==> src/rtl/mem_arbiter_if.sv <==
// Bus bundle between the RV32I pipeline ports, the byte-wide RAM and mem_arbiter.
// master = pipeline/RAM side (testbench), slave = the arbiter.
interface mem_arbiter_if #(
  parameter int ADDR_W = 17
) ();
  logic              if_req;
  logic [31:0]       if_addr;
  logic [31:0]       if_data;
  logic              if_done;
  logic              mem_req;
  logic              mem_we;
  logic [1:0]        mem_size;
  logic [31:0]       mem_addr;
  logic [31:0]       mem_wdata;
  logic [31:0]       mem_rdata;
  logic              mem_done;
  logic [ADDR_W-1:0] ram_addr;
  logic              ram_wr;
  logic [7:0]        ram_dout;
  logic [7:0]        ram_din;
  logic              busy;

  modport master (
    output if_req, if_addr, mem_req, mem_we, mem_size, mem_addr, mem_wdata, ram_din,
    input  if_data, if_done, mem_rdata, mem_done, ram_addr, ram_wr, ram_dout, busy
  );

  modport slave (
    input  if_req, if_addr, mem_req, mem_we, mem_size, mem_addr, mem_wdata, ram_din,
    output if_data, if_done, mem_rdata, mem_done, ram_addr, ram_wr, ram_dout, busy
  );
endinterface

==> src/rtl/mem_arbiter.sv <==
// Shares one byte-wide RAM port between IF and MEM: arbitrates, then moves 1/2/4
// bytes one per cycle (little-endian) and returns assembled words with done pulses.
module mem_arbiter #(
  parameter int ADDR_W = 17
) (
  input  logic         clk,
  input  logic         rst,
  mem_arbiter_if.slave bus
);

  typedef enum logic [1:0] {S_IDLE, S_XFER, S_WAIT, S_DONE} state_t;

  state_t            r_state;
  logic [ADDR_W-1:0] r_base;
  logic [1:0]        r_cnt;
  logic [1:0]        r_last;
  logic              r_we;
  logic              r_own_if;
  logic              r_lose_if;
  logic [31:0]       r_wdata;
  logic [31:0]       r_rbuf;
  logic [ADDR_W-1:0] r_ram_addr;
  logic              r_ram_wr;
  logic [7:0]        r_ram_dout;
  logic [31:0]       r_if_data;
  logic [31:0]       r_mem_rdata;
  logic              r_if_done;
  logic              r_mem_done;
  logic              r_busy;

  logic              w_gnt_if;
  logic              w_gnt_mem;
  logic              w_st;
  logic [1:0]        w_size_last;
  logic [1:0]        w_cnt_nx;
  logic [1:0]        w_cnt_pv;
  logic [ADDR_W-1:0] w_addr_nx;
  logic [ADDR_W-1:0] w_req_addr;
  logic [31:0]       w_rword;

  // MEM has priority unless IF already lost once; that makes IF win the next round.
  assign w_gnt_if    = bus.if_req && (!bus.mem_req || r_lose_if);
  assign w_gnt_mem   = bus.mem_req && !w_gnt_if;
  assign w_st        = w_gnt_mem && bus.mem_we;
  assign w_size_last = bus.mem_size[1] ? 2'd3 : {1'b0, bus.mem_size[0]};
  assign w_req_addr  = w_gnt_if ? bus.if_addr[ADDR_W-1:0] : bus.mem_addr[ADDR_W-1:0];
  assign w_cnt_nx    = r_cnt + 2'd1;
  assign w_cnt_pv    = r_cnt - 2'd1;
  assign w_addr_nx   = r_base + ADDR_W'(w_cnt_nx);

  // Final read byte arrives while in WAIT; merge it straight into the result.
  always_comb begin
    w_rword = r_rbuf;
    w_rword[{r_cnt, 3'b000} +: 8] = bus.ram_din;
  end

  always_ff @(posedge clk) begin
    if (rst) begin
      r_state     <= S_IDLE;
      r_lose_if   <= 1'b0;
      r_ram_addr  <= '0;
      r_ram_wr    <= 1'b0;
      r_ram_dout  <= 8'h00;
      r_if_data   <= 32'h0;
      r_mem_rdata <= 32'h0;
      r_if_done   <= 1'b0;
      r_mem_done  <= 1'b0;
      r_busy      <= 1'b0;
    end else begin
      case (r_state)
        S_IDLE: begin
          if (w_gnt_if || w_gnt_mem) begin
            r_own_if   <= w_gnt_if;
            r_we       <= w_st;
            r_base     <= w_req_addr;
            r_last     <= w_gnt_if ? 2'd3 : w_size_last;
            r_wdata    <= bus.mem_wdata;
            r_cnt      <= 2'd0;
            r_rbuf     <= 32'h0;
            r_ram_addr <= w_req_addr;
            r_ram_wr   <= w_st;
            r_ram_dout <= w_st ? bus.mem_wdata[7:0] : 8'h00;
            r_busy     <= 1'b1;
            r_state    <= S_XFER;
            if (w_gnt_if)        r_lose_if <= 1'b0;
            else if (bus.if_req) r_lose_if <= 1'b1;
          end
        end
        S_XFER: begin
          // ram_din lags ram_addr by one cycle, so this captures byte r_cnt-1.
          if (r_cnt != 2'd0) r_rbuf[{w_cnt_pv, 3'b000} +: 8] <= bus.ram_din;
          if (r_cnt == r_last) begin
            r_ram_wr   <= 1'b0;
            r_ram_dout <= 8'h00;
            if (r_we) begin
              r_mem_done <= 1'b1;
              r_state    <= S_DONE;
            end else begin
              r_state    <= S_WAIT;
            end
          end else begin
            r_cnt      <= w_cnt_nx;
            r_ram_addr <= w_addr_nx;
            r_ram_dout <= r_we ? r_wdata[{w_cnt_nx, 3'b000} +: 8] : 8'h00;
          end
        end
        S_WAIT: begin
          if (r_own_if) begin
            r_if_data  <= w_rword;
            r_if_done  <= 1'b1;
          end else begin
            r_mem_rdata <= w_rword;
            r_mem_done  <= 1'b1;
          end
          r_state <= S_DONE;
        end
        S_DONE: begin
          r_if_done  <= 1'b0;
          r_mem_done <= 1'b0;
          r_busy     <= 1'b0;
          r_state    <= S_IDLE;
        end
        default: r_state <= S_IDLE;
      endcase
    end
  end

  assign bus.ram_addr  = r_ram_addr;
  assign bus.ram_wr    = r_ram_wr;
  assign bus.ram_dout  = r_ram_dout;
  assign bus.if_data   = r_if_data;
  assign bus.mem_rdata = r_mem_rdata;
  assign bus.if_done   = r_if_done;
  assign bus.mem_done  = r_mem_done;
  assign bus.busy      = r_busy;

endmodule

==> src/flat_wrapper.sv <==
// flat-port wrapper written by rule: the top's interface ports become plain ports
module mem_arbiter_flat 
#(
  parameter int ADDR_W = 17
)
  (clk, rst, bus_if_req, bus_if_addr, bus_mem_req, bus_mem_we, bus_mem_size, bus_mem_addr, bus_mem_wdata, bus_ram_din, bus_if_data, bus_if_done, bus_mem_rdata, bus_mem_done, bus_ram_addr, bus_ram_wr, bus_ram_dout, bus_busy);
  mem_arbiter_if #(.ADDR_W(ADDR_W)) bus_i ();
  input  logic clk;
  input  logic rst;
  input wire logic [$bits(bus_i.if_req)-1:0] bus_if_req;
  input wire logic [$bits(bus_i.if_addr)-1:0] bus_if_addr;
  input wire logic [$bits(bus_i.mem_req)-1:0] bus_mem_req;
  input wire logic [$bits(bus_i.mem_we)-1:0] bus_mem_we;
  input wire logic [$bits(bus_i.mem_size)-1:0] bus_mem_size;
  input wire logic [$bits(bus_i.mem_addr)-1:0] bus_mem_addr;
  input wire logic [$bits(bus_i.mem_wdata)-1:0] bus_mem_wdata;
  input wire logic [$bits(bus_i.ram_din)-1:0] bus_ram_din;
  output wire logic [$bits(bus_i.if_data)-1:0] bus_if_data;
  output wire logic [$bits(bus_i.if_done)-1:0] bus_if_done;
  output wire logic [$bits(bus_i.mem_rdata)-1:0] bus_mem_rdata;
  output wire logic [$bits(bus_i.mem_done)-1:0] bus_mem_done;
  output wire logic [$bits(bus_i.ram_addr)-1:0] bus_ram_addr;
  output wire logic [$bits(bus_i.ram_wr)-1:0] bus_ram_wr;
  output wire logic [$bits(bus_i.ram_dout)-1:0] bus_ram_dout;
  output wire logic [$bits(bus_i.busy)-1:0] bus_busy;
  assign bus_i.if_req = bus_if_req;
  assign bus_i.if_addr = bus_if_addr;
  assign bus_i.mem_req = bus_mem_req;
  assign bus_i.mem_we = bus_mem_we;
  assign bus_i.mem_size = bus_mem_size;
  assign bus_i.mem_addr = bus_mem_addr;
  assign bus_i.mem_wdata = bus_mem_wdata;
  assign bus_i.ram_din = bus_ram_din;
  assign bus_if_data = bus_i.if_data;
  assign bus_if_done = bus_i.if_done;
  assign bus_mem_rdata = bus_i.mem_rdata;
  assign bus_mem_done = bus_i.mem_done;
  assign bus_ram_addr = bus_i.ram_addr;
  assign bus_ram_wr = bus_i.ram_wr;
  assign bus_ram_dout = bus_i.ram_dout;
  assign bus_busy = bus_i.busy;
  mem_arbiter #(.ADDR_W(ADDR_W)) u_core (.clk(clk), .rst(rst), .bus(bus_i));
endmodule
==> config.mk <==
export PLATFORM = sky130hd
export DESIGN_NAME = mem_arbiter_flat
export DESIGN_NICKNAME = d
export VERILOG_FILES = /design/src/rtl/mem_arbiter_if.sv /design/src/rtl/mem_arbiter.sv /design/src/flat_wrapper.sv
export SDC_FILE = /design/constraint.sdc
export NUM_CORES = 1
export LEC_CHECK = 0
export BUFFER_PORTS_ARGS = -buffer_cell sky130_fd_sc_hd__buf_2
export CORE_MARGIN = 2
export CORE_UTILIZATION = 53
export DETAILED_ROUTE_END_ITERATION = 7
export PLACE_DENSITY = 0.89
export SLEW_MARGIN = 25
export SYNTH_ARGS = -nofsm -noshare
export SYNTH_HDL_FRONTEND = slang
export SYNTH_SLANG_ARGS = --single-unit
==> constraint.sdc <==
create_clock -name clk -period 5.75 [get_ports clk]
set_clock_uncertainty 0.15 [all_clocks]
set_input_delay 0.575 -clock clk [delete_from_list [all_inputs] [get_ports clk]]
set_output_delay 0.575 -clock clk [all_outputs]
set_load 0.05 [all_outputs]
# Word level (Yosys, flattened, before mapping)
# Index checks and enable logic that the tools add are counted.
word_totals:
  reg_bits: 183
  latchBits: 0
  mem_bits_rw: 0
  rom_bits: 0
  inputBits: 111
  output_inout_bits: 93
  elab_cells: 104
  memories: 0
classes:
  addsub: 5
  multipliers: 0
  div: 0
  magnitude_cmp: 0
  n_eq_ne: 11
  shifts: 5
  n_mux: 35
  bitwise: 2
  n_reduce_logical: 28
ops:
  columns: ["cell", "count"]
  rows:
  - ["32-bit bitwise mux", 2]
  - ["32-bit two-way mux", 2]
  - ["32-bit one-hot mux with 2 select lines", 1]
  - ["8-bit by 7-bit variable shift with 32-bit output, first input constant", 2]
  - ["8-bit by 7-bit indexed part select with 32-bit output", 2]
  - ["17-bit two-way mux", 3]
  - ["17-bit one-hot mux with 2 select lines", 1]
  - ["8-bit two-way mux", 4]
  - ["32-bit by 6-bit indexed part select with 8-bit output", 1]
  - ["17-bit by 2-bit adder with 17-bit output", 1]
  - ["8-bit one-hot mux with 2 select lines", 1]
  - ["5-bit negator with 7-bit output", 2]
  - ["2-bit AND reduction", 6]
  - ["3-bit AND reduction", 4]
  - ["4-bit AND reduction", 3]
  - ["1-bit two-way mux", 10]
  - ["2-bit two-way mux", 5]
  - ["2-bit by 1-bit inequality test with 1-bit output, second input constant", 5]
  - ["2-bit nonzero test", 5]
  - ["2-bit one-hot mux with 4 select lines", 1]
  - ["1-bit one-hot mux with 2 select lines", 3]
  - ["2-bit equality test, second input constant", 2]
  - ["2-bit inequality test, second input constant", 2]
  - ["2-bit one-hot mux with 2 select lines", 1]
  - ["other kinds (12)", 17]

# Longest topological paths before layout
# Gate-level depths: netlist of the first run.
depth:
  ltp_word: 9
  ltp_mapped: 10

# Worst setup path after synthesis of the first run
# No wires, ideal clock.
synth_timing:
  path_kind: "flip-flop to flip-flop"
  startpoint: "register u_core.r_state[1]"
  endpoint: "register u_core.r_rbuf[0] (enable)"
  setup_ps: 470
  t_arrival_ps: 3571
  required_ps: 5130
  setup_slack_ps: 1560
  path_stages_with_launch: 6
  n_path_buf: 2
  period_less_slack_ps: 4190
  path_cell_list: "dfxtp_1 inv_1 ha_1 buf_4 clkbuf_1 a211oi_1"
synth_between:
  elab_chain_len: 3
  word_cells_on_any_way: 6
  cone_classes: "eq/ne (3); reduce/logical (3)"
synth_lines:
  columns: ["item", "line", "source"]
  rows:
  - ["start, declared", "mem_arbiter.sv:13", "state_t r_state;"]
  - ["start signal, assigned", "mem_arbiter.sv:59", "r_state <= S_IDLE;"]
  - ["start signal, assigned", "mem_arbiter.sv:84", "r_state <= S_XFER;"]
  - ["start signal, assigned", "mem_arbiter.sv:97", "r_state <= S_DONE;"]
  - ["2-bit by 1-bit equality test with 1-bit output / 2-bit zero test (equally long branches)", "mem_arbiter.sv:70", "case (r_state)"]
  - ["2-bit by 1-bit inequality test with 1-bit output (no line) / 2-bit nonzero test (equally long branches)", null, null]
  - ["4-bit AND reduction (no line) *", null, null]
  - ["end signal, assigned by index", "mem_arbiter.sv:91", "if (r_cnt != 2'd0) r_rbuf[{w_cnt_pv, 3'b000} +: 8] <= bus.ram_din;"]
  - ["end, declared", "mem_arbiter.sv:21", "logic [31:0] r_rbuf;"]
# Mark *: on every way between the ends. The rest lies on a longest branch, timed or not.
# A chain may end at the register's enable or synchronous reset.

# Worst setup path in the final report of the first run
layout_timing:
  startpoint: "register u_core.r_cnt[0]"
  endpoint: "register u_core.r_ram_addr[9], in the netlist u_core.bus.ram_addr[9]"
layout_between:
  elab_chain_len: 4
  word_cells_on_any_way: 7
  cone_classes: "add/sub (2); eq/ne (2); mux (2); reduce/logical (1)"
layout_lines:
  columns: ["item", "line", "source"]
  rows:
  - ["start, declared", "mem_arbiter.sv:15", "logic [1:0] r_cnt;"]
  - ["start signal, assigned", "mem_arbiter.sv:102", "r_cnt <= w_cnt_nx;"]
  - ["2-bit by 1-bit adder with 2-bit output", "mem_arbiter.sv:47", "assign w_cnt_nx = r_cnt + 2'd1;"]
  - ["via u_core.w_cnt_nx[0]", "mem_arbiter.sv:35", "logic [1:0] w_cnt_nx;"]
  - ["17-bit by 2-bit adder with 17-bit output", "mem_arbiter.sv:49", "assign w_addr_nx = r_base + ADDR_W'(w_cnt_nx);"]
  - ["17-bit two-way mux", "mem_arbiter.sv:92", "if (r_cnt == r_last) begin"]
  - ["17-bit one-hot mux with 2 select lines", "mem_arbiter.sv:70", null]
  - ["end signal, assigned", "mem_arbiter.sv:80", "r_ram_addr <= w_req_addr;"]
  - ["end signal, assigned", "mem_arbiter.sv:103", "r_ram_addr <= w_addr_nx;"]
  - ["end, declared", "mem_arbiter.sv:22", "logic [ADDR_W-1:0] r_ram_addr;"]
# The timed path passes the listed nets, and every way through them passes these cells. The select of a mux whose other input is x is not followed.

==> results of run 1 <==
==> state kept, by name (all words and copies together) (netlist names), 2 cells and up <==
signal,flops
u_core.bus.ram_dout,8
u_core.r_base,17
u_core.r_cnt,2
u_core.bus.mem_rdata,32
u_core.r_wdata,32
u_core.bus.if_data,32
u_core.bus.ram_addr,17
u_core.r_rbuf,32
u_core.r_last,2
u_core.r_state,2
==> metrics by stage <==
stage / instance area, um^2 / util [%] / power (mW) / hold WS (ps) / setup WS, ps
6_report: 9760 / 64.5 / 5.58 / 167 / 2270
5_1_grt: 9760 / 64.5 / 5.89 / 150 / 2050
4_1_cts: 9760 / 64.5 / 5.60 / 153 / 2340
3_5_place_dp: 9150 / 60.4 / 4.40 / 294 / 2340
3_3_place_gp: 9150 / 60.4 / 4.33 / 289 / 2390
2_1_floorplan: 8210 / - / 3.87 / 296 / 1560
==> where the power goes <==
| part | leakage, nW | internal [mW] | switching (mW) |
|---|---|---|---|
| clock network | 0.308 | 0.701 | 0.489 |
| registers | 1.61 | 1.79 | 0.180 |
| logic | 1.95 | 0.719 | 1.71 |
| total | 3.87 | 3.21 | 2.38 |
==> worst max-delay path: stages, from the launching register on <==
cell and delay [ps]:
sky130_fd_sc_hd__edfxtp_1 320, sky130_fd_sc_hd__buf_4 330, sky130_fd_sc_hd__inv_1 190, sky130_fd_sc_hd__ha_1 860
sky130_fd_sc_hd__ha_1 360, sky130_fd_sc_hd__a21oi_1 450, sky130_fd_sc_hd__nor3_2 140, sky130_fd_sc_hd__xnor2_1 170
sky130_fd_sc_hd__a211o_1 300, sky130_fd_sc_hd__a21oi_1 130
==> path summary, 6_finish.rpt <==
kind,start,to,slack (ps)
worst max-delay path,u_core.r_cnt[0],u_core.bus.ram_addr[9],2270
worst min-delay path,bus_mem_wdata[19],u_core.r_wdata[19],170
worst max register to register,u_core.r_cnt[0],u_core.bus.ram_addr[9],2270
worst min register to register,u_core.bus.ram_addr[6],u_core.bus.ram_addr[6],310
==> metal layers <==
metal	part of all wire, %	up-vias
met5	0	-
met4	1.7	0
met3	6.1	24
met2	49	250
met1	43	3009
li1	-	3069
==> logic make-up after synthesis <==
family / count (synthesis)
AOI/OAI and AO/OA: 192
and+or+nand+nor: 274
muxes: 23
adders and majority gates: 14
xor gates and xnor gates: 15
DFF: 183
buffers and inverters: 65
==> cell type report <==
class / count / area [um^2]
Clock buffer: 24 / 536
Clock inverter: 8 / 77.6
Fill cell: 1173 / 5380
Inverter: 10 / 40.0
Multi-Input combinational cell: 518 / 3400
Sequential cell: 183 / 4530
Tap cell: 188 / 235
Timing Repair Buffer: 182 / 936
==> cells in the final DEF (no fill, tap or decap), types with 2 or more instances in the layout <==
master                      count
sky130_fd_sc_hd__a211o_1        4
sky130_fd_sc_hd__a211oi_1      67
sky130_fd_sc_hd__a21o_1         5
sky130_fd_sc_hd__a21oi_1       67
sky130_fd_sc_hd__a221oi_1       9
sky130_fd_sc_hd__a22o_1         8
sky130_fd_sc_hd__a31oi_1        5
sky130_fd_sc_hd__and3_1         5
sky130_fd_sc_hd__buf_2        172
sky130_fd_sc_hd__buf_4         10
sky130_fd_sc_hd__clkbuf_1       2
sky130_fd_sc_hd__clkbuf_16     20
sky130_fd_sc_hd__clkbuf_8       2
sky130_fd_sc_hd__dfxtp_1       96
sky130_fd_sc_hd__edfxtp_1      87
sky130_fd_sc_hd__ha_1          13
sky130_fd_sc_hd__inv_1          9
sky130_fd_sc_hd__inv_4          5
sky130_fd_sc_hd__mux2_2        13
sky130_fd_sc_hd__mux2i_1        2
sky130_fd_sc_hd__mux4_2         7
sky130_fd_sc_hd__nand2_1       25
sky130_fd_sc_hd__nand2b_1       4
sky130_fd_sc_hd__nand3_1       11
sky130_fd_sc_hd__nand3b_1       7
sky130_fd_sc_hd__nand4_1        6
sky130_fd_sc_hd__nor2_1       123
sky130_fd_sc_hd__nor2b_1       59
sky130_fd_sc_hd__nor3_1        15
sky130_fd_sc_hd__nor3_2         2
sky130_fd_sc_hd__nor4_1         2
sky130_fd_sc_hd__o211ai_1       7
sky130_fd_sc_hd__o21ai_0        8
sky130_fd_sc_hd__o31ai_1        3
sky130_fd_sc_hd__o41ai_2        2
sky130_fd_sc_hd__xnor2_1        4
sky130_fd_sc_hd__xor2_1         9
==> metrics.json, run 1 <==
{
  "cts_resized": {"value": 0},
  "finalWorstPathRequiredPeriod": {"value": 3480, "unit": "ps"},
  "synth_area_in_compound_gates": {"value": 16.0, "unit": "%"},
  "netlist_instances": {"value": 766},
  "post_synth_main_area_contributors": {"value": "sky130_fd_sc_hd__edfxtp_1 32%, sky130_fd_sc_hd__dfxtp_1 23%, sky130_fd_sc_hd__a211oi_1 6.2%"},
  "syn-mean-instance-area": {"value": 10.7, "unit": "um^2"},
  "core_area": {"value": 15100, "unit": "um^2"},
  "post-dp-hpwl": {"value": 12600, "unit": "um"},
  "synth-edff-count": {"value": 87},
  "critical_path.startpoint_type": {"value": "flip-flop"},
  "cts_made_buffers": {"value": 17},
  "io_buffer_count": {"value": 173},
  "drc": {"value": 0},
  "synth-simple-area-share": {"value": 16.7, "unit": "%"},
  "critical_path_arrival": {"value": 3680, "unit": "ps"},
  "ios": {"value": 204},
  "yosys.area_share.xor_xnor": {"value": 1.92, "unit": "%"},
  "postSynthNetCount": {"value": 891},
  "finalNetCount": {"value": 1037},
  "floorplan.die.width": {"value": 128, "unit": "um"},
  "timing.critical_path.fanout_max": {"value": 20},
  "synth_top_family_by_area": {"value": "simple AND/OR/NAND/NOR gates"},
  "diodes": {"value": 0},
  "reg2regPathDepth": {"value": 9},
  "synth.ff_latch_count": {"value": 183},
  "synth.yosys.warnings": {"value": 0},
  "first_global_vias": {"value": 5924},
  "clock_latency": {"value": 420, "unit": "ps"},
  "worstHoldPathType": {"value": "input pin to flip-flop"},
  "globalRouteTotalUtil": {"value": 22.8, "unit": "%"},
  "slew_of_the_pin_with_the_lowest_slew_margin": {"value": 856, "unit": "ps"},
  "initial_antenna_violation_count": {"value": 0},
  "detail_route.wirelength": {"value": 18800, "unit": "um"},
  "grtUsageMet1": {"value": 29.7, "unit": "%"},
  "synthTopCellsByCount": {"value": "124 x sky130_fd_sc_hd__nor2_1, 96 x sky130_fd_sc_hd__dfxtp_1, 87 x sky130_fd_sc_hd__edfxtp_1"},
  "rows": {"value": 45},
  "synthAdderAreaFrac": {"value": 2.23, "unit": "%"},
  "grt-busiest-layer": {"value": "met2"},
  "grt_start_max_net_pins": {"value": 86},
  "finalMaxSlewViolations": {"value": 0},
  "synthDominantCellAreaShare": {"value": 31.8, "unit": "%"},
  "cts_sinks": {"value": 183},
  "rsz0062_at_grt": {"value": "no"},
  "worst_setup_hold_path_clk_slew": {"value": 70, "unit": "ps"},
  "design.die.area": {"value": 16500, "unit": "um^2"},
  "dominant_cell_by_count_in_the_synthesized_netlist": {"value": "sky130_fd_sc_hd__nor2_1"},
  "postSynth.topFlopCell": {"value": "sky130_fd_sc_hd__dfxtp_1"},
  "globalRouteMet3Util": {"value": 4.99, "unit": "%"},
  "initial_standard_cell_utilization_of_the_core": {"value": 54.2, "unit": "%"},
  "path_class": {"value": "flip-flop to flip-flop"},
  "met2_usage": {"value": 37.5, "unit": "%"},
  "timing.max_slew.rel_slack": {"value": 42.5, "unit": "%"},
  "required": {"value": 5950, "unit": "ps"},
  "route.antenna.remaining_nets": {"value": 0},
  "ctsHtreeMaxLevel": {"value": 4},
  "synth_area": {"value": 8210, "unit": "um^2"},
  "total_leakage_power": {"value": 3.87, "unit": "nW"},
  "synth_async_sr_flop_share": {"value": 0, "unit": "%"},
  "drt_iter0_drc": {"value": 334},
  "total_vias_in_the_final_route": {"value": 6352},
  "result_of_the_run": {"value": "completed"},
  "flow.area_growth_from_synthesis": {"value": 18.9, "unit": "%"},
  "cap_violations": {"value": 0},
  "final_cell_count_no_fill": {"value": 1113},
  "synth_cell_type_count": {"value": 59},
  "grt_remaining_overflow": {"value": 0},
  "worst_setup_path_end_kind": {"value": "flip-flop"},
  "drive_above_1_share": {"value": 27.5, "unit": "%"},
  "setup-tns-final": {"value": 0, "unit": "ps"},
  "dpl.cell_count": {"value": 1081},
  "grt_first_pass_wirelength": {"value": 29700, "unit": "um"},
  "report.final.setup_viol": {"value": 0},
  "post-cts-setup-buffer-count": {"value": 0},
  "timing_hold_violations_final": {"value": 0},
  "power_per_cell_area": {"value": 572, "unit": "nW/um^2"},
  "vdd_drop_max": {"value": 382, "unit": "uV"},
  "cts_tree": {"value": "done"},
  "min_path_cells": {"value": 1},
  "yosysTopAreaCell": {"value": "sky130_fd_sc_hd__edfxtp_1"},
  "post-route-period-util": {"value": 60.5, "unit": "%"},
  "cts_hold_repair.buffers": {"value": 0},
  "synth.yosys.seq_area_share": {"value": 55.2, "unit": "%"},
  "via_per_inst": {"value": 5.71},
  "detailed_router_iteration_count_before_antenna_repair": {"value": 6},
  "detail_route.wl_per_cell": {"value": 16.8, "unit": "um"},
  "cts_root_buf": {"value": "sky130_fd_sc_hd__clkbuf_16"},
  "floorplan.die.height": {"value": 128, "unit": "um"},
  "cts_max_path_buffers": {"value": 2},
  "max_freq": {"value": 288, "unit": "MHz"},
  "gp_congestion": {"value": 0.818},
  "post_synth_mux_area_share": {"value": 4.27, "unit": "%"}
}
No activity file was read; power rests on OpenSTA's default activity.
==> run 2: changes to the inputs <==
CORE_UTILIZATION = 48   (was 53)
PLACE_DENSITY = 0.86   (was 0.89)
clock period = 3 ns   (was 5.75 ns; I/O delays follow)
==> run 2 against run 1 <==
- critical endpoint is now u_core.bus.ram_addr[14]
- hold slack worse by 130 ps
- highest routed layer unchanged
- largest cell class unchanged
- core utilization is 2.7 points lower
- routed wire length is 6.4% higher
==> metrics.json, run 2 (synthesized netlist as in run 1, its figures left out) <==
{
  "drt_iter0_drc": {"value": 431, "change": "was 334"},
  "detail_route.wl_per_cell": {"value": 16.7, "unit": "um", "change": "was 16.8 um"},
  "diodes": {"value": 0, "change": "unchanged"},
  "r2r_end": {"value": "u_core.bus.ram_addr[14]", "change": "was u_core.bus.ram_addr[9]"},
  "timing.critical_path.fanout_max": {"value": 9, "change": "was 20"},
  "floorplan.die.height": {"value": 135, "unit": "um", "change": "was 128 um"},
  "critical_path_depth": {"value": 8, "change": "was 9"},
  "route.antenna.remaining_nets": {"value": 0, "change": "unchanged"},
  "worst_reg2reg_path_startpoint": {"value": "u_core.r_cnt[1]", "change": "was u_core.r_cnt[0]"},
  "clock_latency": {"value": 430, "unit": "ps", "change": "was 420 ps"},
  "crit_path_cell_trace": {"value": "inv_1 > ha_1 > fa_1 > nand4_1 > nor4_2 > xor2_1 > nor2_1 > o41ai_2", "change": "was buf_4 > inv_1 > ha_1 > ha_1 > a21oi_1 > nor3_2 > xnor2_1 > a211o_1 > a21oi_1"},
  "detail_route.wirelength": {"value": 20000, "unit": "um", "change": "was 18800 um"},
  "critical_path.startpoint_type": {"value": "flip-flop", "change": "unchanged"},
  "post-dp-hpwl": {"value": 12800, "unit": "um", "change": "was 12600 um"},
  "design.die.area": {"value": 18200, "unit": "um^2", "change": "was 16500 um^2"},
  "most_frequent_cells_in_the_layout": {"value": "172 x sky130_fd_sc_hd__buf_2, 123 x sky130_fd_sc_hd__nor2_1, 96 x sky130_fd_sc_hd__dfxtp_1, 87 x sky130_fd_sc_hd__edfxtp_1", "change": "unchanged"},
  "crit_family": {"value": "adder cells", "change": "unchanged"},
  "cts_tree": {"value": "done", "change": "unchanged"},
  "drc": {"value": 0, "change": "unchanged"},
  "initial_standard_cell_utilization_of_the_core": {"value": 49.3, "unit": "%", "change": "was 54.2%"},
  "worst_setup_path_end_kind": {"value": "flip-flop", "change": "unchanged"},
  "rows": {"value": 47, "change": "was 45"},
  "finalMaxSlewViolations": {"value": 0, "change": "unchanged"},
  "required": {"value": 3200, "unit": "ps", "change": "was 5950 ps"},
  "drive_above_1_share": {"value": 27.3, "unit": "%", "change": "was 27.5%"},
  "initial_antenna_violation_count": {"value": 0, "change": "unchanged"},
  "grt_start_max_net_pins": {"value": 66, "change": "was 86"},
  "vdd_drop_max": {"value": 526, "unit": "uV", "change": "was 382 uV"},
  "highest_cell_delay_on_the_worst_timing_path": {"value": 520, "unit": "ps", "change": "was 860 ps"},
  "totalPowerFinal": {"value": 10.9, "unit": "mW", "change": "was 5.58 mW"},
  "cts_resized": {"value": 0, "change": "unchanged"},
  "critical_path_arrival": {"value": 2870, "unit": "ps", "change": "was 3680 ps"},
  "critPathSlowestCell": {"value": "sky130_fd_sc_hd__ha_1", "change": "unchanged"},
  "rsz0062_at_grt": {"value": "no", "change": "unchanged"},
  "globalRouteTotalUtil": {"value": 22.6, "unit": "%", "change": "was 22.8%"},
  "worstSetupStartpoint": {"value": "u_core.r_cnt[1]", "change": "was u_core.r_cnt[0]"},
  "ios": {"value": 204, "change": "unchanged"},
  "cts_sinks": {"value": 183, "change": "unchanged"},
  "worst_setup_hold_path_clk_slew": {"value": 70, "unit": "ps", "change": "about the same"},
  "power_per_cell_area": {"value": 1060, "unit": "nW/um^2", "change": "was 572 nW/um^2"},
  "finalHoldWorstSlack": {"value": 32.9, "unit": "ps", "change": "was 167 ps"},
  "worstHoldPathType": {"value": "input pin to flip-flop", "change": "unchanged"},
  "path_class": {"value": "flip-flop to flip-flop", "change": "unchanged"},
  "cts_made_buffers": {"value": 17, "change": "unchanged"},
  "first_global_vias": {"value": 6294, "change": "was 5924"},
  "via_per_inst": {"value": 5.51, "change": "was 5.71"},
  "post-route-period-util": {"value": 89.1, "unit": "%", "change": "was 60.5%"},
  "slew_of_the_pin_with_the_lowest_slew_margin": {"value": 862, "unit": "ps", "change": "was 856 ps"},
  "detailed_router_iteration_count_before_antenna_repair": {"value": 5, "change": "was 6"},
  "most_common_library_cell_in_the_layout_ignoring_fill_and_taps": {"value": "sky130_fd_sc_hd__buf_2", "change": "unchanged"},
  "reg2regPathDepth": {"value": 8, "change": "was 9"},
  "utilization": {"value": 61.7, "unit": "%", "change": "was 64.5%"},
  "cts_root_buf": {"value": "sky130_fd_sc_hd__clkbuf_16", "change": "unchanged"},
  "finalWorstPathRequiredPeriod": {"value": 2670, "unit": "ps", "change": "was 3480 ps"},
  "total_vias_in_the_final_route": {"value": 6564, "change": "was 6352"},
  "floorplan.die.width": {"value": 135, "unit": "um", "change": "was 128 um"},
  "endpoint": {"value": "u_core.bus.ram_addr[14]", "change": "was u_core.bus.ram_addr[9]"},
  "io_buffer_count": {"value": 173, "change": "unchanged"},
  "timing.reg2reg.setup_slack": {"value": 330, "unit": "ps", "change": "was 2270 ps"},
  "grt_first_pass_wirelength": {"value": 32200, "unit": "um", "change": "was 29700 um"},
  "ctsHtreeMaxLevel": {"value": 4, "change": "unchanged"},
  "max_freq": {"value": 374, "unit": "MHz", "change": "was 288 MHz"},
  "cap_violations": {"value": 0, "change": "unchanged"},
  "path_buf_inv": {"value": 1, "change": "was 2"},
  "core_area": {"value": 16600, "unit": "um^2", "change": "was 15100 um^2"},
  "gp_congestion": {"value": 0.823, "change": "was 0.818"},
  "report.final.setup_viol": {"value": 0, "change": "unchanged"},
  "timing.max_slew.rel_slack": {"value": 42.1, "unit": "%", "change": "was 42.5%"},
  "total_leakage_power": {"value": 4.07, "unit": "nW", "change": "was 3.87 nW"},
  "cts_max_path_buffers": {"value": 2, "change": "unchanged"},
  "finalNetCount": {"value": 1084, "change": "was 1037"},
  "setup-tns-final": {"value": 0, "unit": "ps", "change": "unchanged"},
  "final.fill_count": {"value": 1337, "change": "was 1173"},
  "result_of_the_run": {"value": "completed", "change": "unchanged"},
  "timing_hold_violations_final": {"value": 0, "change": "unchanged"},
  "flow.area_growth_from_synthesis": {"value": 25.1, "unit": "%", "change": "was 18.9%"},
  "grt_remaining_overflow": {"value": 0, "change": "unchanged"}
}
==> run 2: cell types whose count changed in the layout (fill, tap and decap cells not counted), sizes merged <==
cell	previous run	this run
dlygate4sd3	0	38
buf	182	191
clkbuf	24	20
inv	15	19
==> run 2: what timing repair did <==
action	in CTS	in global routing
hold buffers	38	0
setup buffers	0	0
hold endpoints to repair	37	0
==> run 2: where the power goes <==
| part | switching (mW) | internal, mW | total [mW] |
|---|---|---|---|
| Sequential | 0.347 | 3.42 | 3.77 |
| Combinational | 3.28 | 1.48 | 4.76 |
| Clock | 1.03 | 1.32 | 2.35 |
==> run 2: layout make-up <==
| class | count | area (um^2) | area share [%] |
|---|---|---|---|
| repair buffers | 229 | 1400 | 13.6 |
| multi-input cells | 518 | 3400 | 33.1 |
| well taps | 220 | 275 | 2.68 |
| flip-flops and latches | 183 | 4530 | 44.1 |
| inverters | 10 | 40.0 | 0.390 |
| clock buffers | 20 | 500 | 4.87 |
| clock inverters | 12 | 121 | 1.18 |
==> run 2: worst min-delay path by stage <==
stage                                      start                endpoint  cells after the start
after CTS                        bus_mem_addr[6]        u_core.r_base[6]                      2
after global routing            bus_mem_addr[11]       u_core.r_base[11]                      2
after floorplan                 bus_mem_wdata[0]       u_core.r_wdata[0]                      0
final                            bus_if_addr[10]       u_core.r_base[10]                      2
after global placement    u_core.bus.ram_addr[1]  u_core.bus.ram_addr[1]                      2
after detailed placement  u_core.bus.ram_addr[0]  u_core.bus.ram_addr[0]                      2
==> run 2: stage by stage <==
stage               cells  cell area (um^2)  setup WS, ps
finish               1192             10300           328
global route         1192             10300           131
CTS                  1192             10300           298
detailed placement   1122              9270           331
global placement     1122              9270           388
floorplan             766              8220           134
==> run 2: layer usage <==
metal | part of all wire (%) | GRT usage [%]
met1 | 43 | 29.5
met3 | 6.9 | 5.37
met5 | 0 | 0
met2 | 48 | 37.3
met4 | 1.7 | 7.25
==> run 3: changes to the inputs <==
BUFFER_PORTS_ARGS = -buffer_cell sky130_fd_sc_hd__buf_4   (was -buffer_cell sky130_fd_sc_hd__buf_2)
clock period = 2.2 ns   (was 3 ns; I/O delays follow)
==> run 3 against run 2 <==
- the flow now finishes with violations (negative setup slack)
- core utilization rose by 7.5 points
- largest cell class unchanged
- routed wire length rose by 13%
- sequential share of layout area fell by 4.8 points
- combinational power rose by 68%
- die area did not move
- global-route usage rose by 1.8 points
- design area rose by 12%
- sequential cell count did not move
- critical path type unchanged
- highest routed layer unchanged
==> metrics.json, run 3 (synthesized netlist as in run 1, its figures left out) <==
{
  "preCtsSetupSlack": {"value": -125, "unit": "ps", "change": "was 331 ps"},
  "most_frequent_cells_in_the_layout": {"value": "207 x sky130_fd_sc_hd__buf_4, 118 x sky130_fd_sc_hd__nor2_1, 94 x sky130_fd_sc_hd__dfxtp_1, 87 x sky130_fd_sc_hd__edfxtp_1", "change": "was 172 x sky130_fd_sc_hd__buf_2, 123 x sky130_fd_sc_hd__nor2_1, 96 x sky130_fd_sc_hd__dfxtp_1, 87 x sky130_fd_sc_hd__edfxtp_1"},
  "total_leakage_power": {"value": 4.47, "unit": "nW", "change": "was 4.07 nW"},
  "gp_congestion": {"value": 0.789, "change": "was 0.823"},
  "report.final.setup_viol": {"value": 6, "change": "was 0"},
  "ios": {"value": 204, "change": "unchanged"},
  "floorplan.die.width": {"value": 135, "unit": "um", "change": "unchanged"},
  "finalNetCount": {"value": 1141, "change": "was 1084"},
  "flow.area_growth_from_synthesis": {"value": 40.3, "unit": "%", "change": "was 25.1%"},
  "rows": {"value": 47, "change": "unchanged"},
  "io_buffer_count": {"value": 173, "change": "unchanged"},
  "final.setup.worst_slack": {"value": -136, "unit": "ps", "change": "was 328 ps"},
  "core_area": {"value": 16600, "unit": "um^2", "change": "unchanged"},
  "worst_setup_hold_path_clk_slew": {"value": 70, "unit": "ps", "change": "about the same"},
  "first_global_vias": {"value": 6915, "change": "was 6294"},
  "post-dp-hpwl": {"value": 13700, "unit": "um", "change": "was 12800 um"},
  "post-route-period-util": {"value": 106, "unit": "%", "change": "was 89.1%"},
  "setup-tns-final": {"value": -364, "unit": "ps", "change": "was 0 ps"},
  "cts_max_path_buffers": {"value": 2, "change": "unchanged"},
  "rsz0062_at_grt": {"value": "yes", "change": "was no"},
  "worst_setup_path_end_kind": {"value": "flip-flop", "change": "unchanged"},
  "grt_remaining_overflow": {"value": 0, "change": "unchanged"},
  "ctsHtreeMaxLevel": {"value": 4, "change": "unchanged"},
  "drc": {"value": 0, "change": "unchanged"},
  "design.die.area": {"value": 18200, "unit": "um^2", "change": "unchanged"},
  "cts_made_buffers": {"value": 17, "change": "unchanged"},
  "vdd_drop_max": {"value": 903, "unit": "uV", "change": "was 526 uV"},
  "worstHoldPathType": {"value": "input pin to flip-flop", "change": "unchanged"},
  "diodes": {"value": 0, "change": "unchanged"},
  "cts_sinks": {"value": 183, "change": "unchanged"},
  "floorplan.die.height": {"value": 135, "unit": "um", "change": "unchanged"},
  "drive_above_1_share": {"value": 32.1, "unit": "%", "change": "was 27.3%"},
  "clock_latency": {"value": 440, "unit": "ps", "change": "was 430 ps"},
  "cts_tree": {"value": "done", "change": "unchanged"},
  "cts_root_buf": {"value": "sky130_fd_sc_hd__clkbuf_16", "change": "unchanged"},
  "via_per_inst": {"value": 5.57, "change": "was 5.51"},
  "crit_path_cell_trace": {"value": "inv_8 > ha_4 > fa_2 > nand4_1 > nor3_1 > xor2_1 > nand3_1 > a31oi_1", "change": "was inv_1 > ha_1 > fa_1 > nand4_1 > nor4_2 > xor2_1 > nor2_1 > o41ai_2"},
  "timing_hold_violations_final": {"value": 0, "change": "unchanged"},
  "grt_start_max_net_pins": {"value": 107, "change": "was 66"},
  "critPathSlowestCell": {"value": "sky130_fd_sc_hd__edfxtp_1", "change": "was sky130_fd_sc_hd__ha_1"},
  "total_vias_in_the_final_route": {"value": 6959, "change": "was 6564"},
  "reg2regPathDepth": {"value": 8, "change": "unchanged"},
  "highest_cell_delay_on_the_worst_timing_path": {"value": 490, "unit": "ps", "change": "was 520 ps"},
  "globalRouteTotalUtil": {"value": 24.4, "unit": "%", "change": "was 22.6%"},
  "slew_of_the_pin_with_the_lowest_slew_margin": {"value": 504, "unit": "ps", "change": "was 862 ps"},
  "failed_checks": {"value": "negative setup slack"},
  "detailed_router_iteration_count_before_antenna_repair": {"value": 5, "change": "unchanged"},
  "drt_iter0_drc": {"value": 534, "change": "was 431"},
  "critical_path_depth": {"value": 8, "change": "unchanged"},
  "power_per_cell_area": {"value": 1410, "unit": "nW/um^2", "change": "was 1060 nW/um^2"},
  "most_common_library_cell_in_the_layout_ignoring_fill_and_taps": {"value": "sky130_fd_sc_hd__buf_4", "change": "was sky130_fd_sc_hd__buf_2"},
  "path_class": {"value": "flip-flop to flip-flop", "change": "unchanged"},
  "initial_antenna_violation_count": {"value": 0, "change": "unchanged"},
  "initial_standard_cell_utilization_of_the_core": {"value": 49.3, "unit": "%", "change": "unchanged"},
  "min_path_cells": {"value": 3, "change": "was 2"},
  "finalWorstPathRequiredPeriod": {"value": 2340, "unit": "ps", "change": "was 2670 ps"},
  "timing.max_slew.rel_slack": {"value": 66.4, "unit": "%", "change": "was 42.1%"},
  "cap_violations": {"value": 0, "change": "unchanged"},
  "path_buf_inv": {"value": 1, "change": "unchanged"},
  "result_of_the_run": {"value": "complete, but fails checks", "change": "was completed"},
  "grt_first_pass_wirelength": {"value": 34800, "unit": "um", "change": "was 32200 um"},
  "detail_route.wirelength": {"value": 22700, "unit": "um", "change": "was 20000 um"},
  "route.antenna.remaining_nets": {"value": 0, "change": "unchanged"},
  "required": {"value": 2410, "unit": "ps", "change": "was 3200 ps"},
  "critical_path_arrival": {"value": 2540, "unit": "ps", "change": "was 2870 ps"},
  "timing.critical_path.fanout_max": {"value": 4, "change": "was 9"},
  "max_freq": {"value": 428, "unit": "MHz", "change": "was 374 MHz"},
  "crit_family": {"value": "simple AND/OR/NAND/NOR gates", "change": "was adder cells"},
  "finalMaxSlewViolations": {"value": 0, "change": "unchanged"},
  "critical_path.startpoint_type": {"value": "flip-flop", "change": "unchanged"},
  "detail_route.wl_per_cell": {"value": 18.1, "unit": "um", "change": "was 16.7 um"}
}
run 3: cell type report:
cell class	instances	area, um^2
clock buffer	21	503
clock inverter	11	78.8
fill	1145	5120
inverter	10	61.3
multi-input combinational	518	3620
sequential	183	4540
tap	220	275
timing repair buffer	286	2450
run 3: final timing paths:
path	slack (ps)	to	startpoint
max	-140	u_core.bus.ram_addr[12]	u_core.r_cnt[0]
min	30	u_core.r_rbuf[23]	bus_ram_din[7]
min reg2reg	310	u_core.bus.ram_addr[1]	u_core.bus.ram_addr[1]
max reg2reg	-140	u_core.bus.ram_addr[12]	u_core.r_cnt[0]
run 3: power breakdown:
group | switching, mW | total, mW | internal, mW
clock | 1.36 | 3.02 | 1.66
combinational | 4.93 | 7.98 | 3.05
sequential | 0.523 | 5.19 | 4.67
total | 6.81 | 16.2 | 9.37
run 3: repair_timing:
item	CTS	global route
hold buffers	66	0
cloned	0	0
pin swaps	1	23
endpoints found under the setup margin	57	106
setup buffers	3	8
endpoints found under the hold margin	60	0
resized for setup	7	32
run 3: per-layer routing:
metal / track usage (%) / vias up / share of wire, %
li1: - / 3296 / -
met4: 7.13 / 0 / 1.5
met5: 0 / - / 0
met2: 43.3 / 313 / 52
met1: 29.5 / 3318 / 40
met3: 5.78 / 32 / 7.4
run 3: stage by stage:
stage	instance area [um^2]	util, %	hold WS [ps]	instances	total power [mW]
after floorplan	8360	-	169	766	10.4
after global placement	10000	60.1	248	1140	12.3
after detailed placement	10000	60.1	249	1140	12.5
after CTS	11300	68.0	15.8	1241	15.7
after global routing	11500	69.2	26.3	1249	17.0
final	11500	69.2	28.5	1249	16.2
run 3: tightest hold or removal path: cells and delay by family:
family          cells  cell delay, ps
simple gates        1              70
buf+inv             1             140
compound gates      1              70
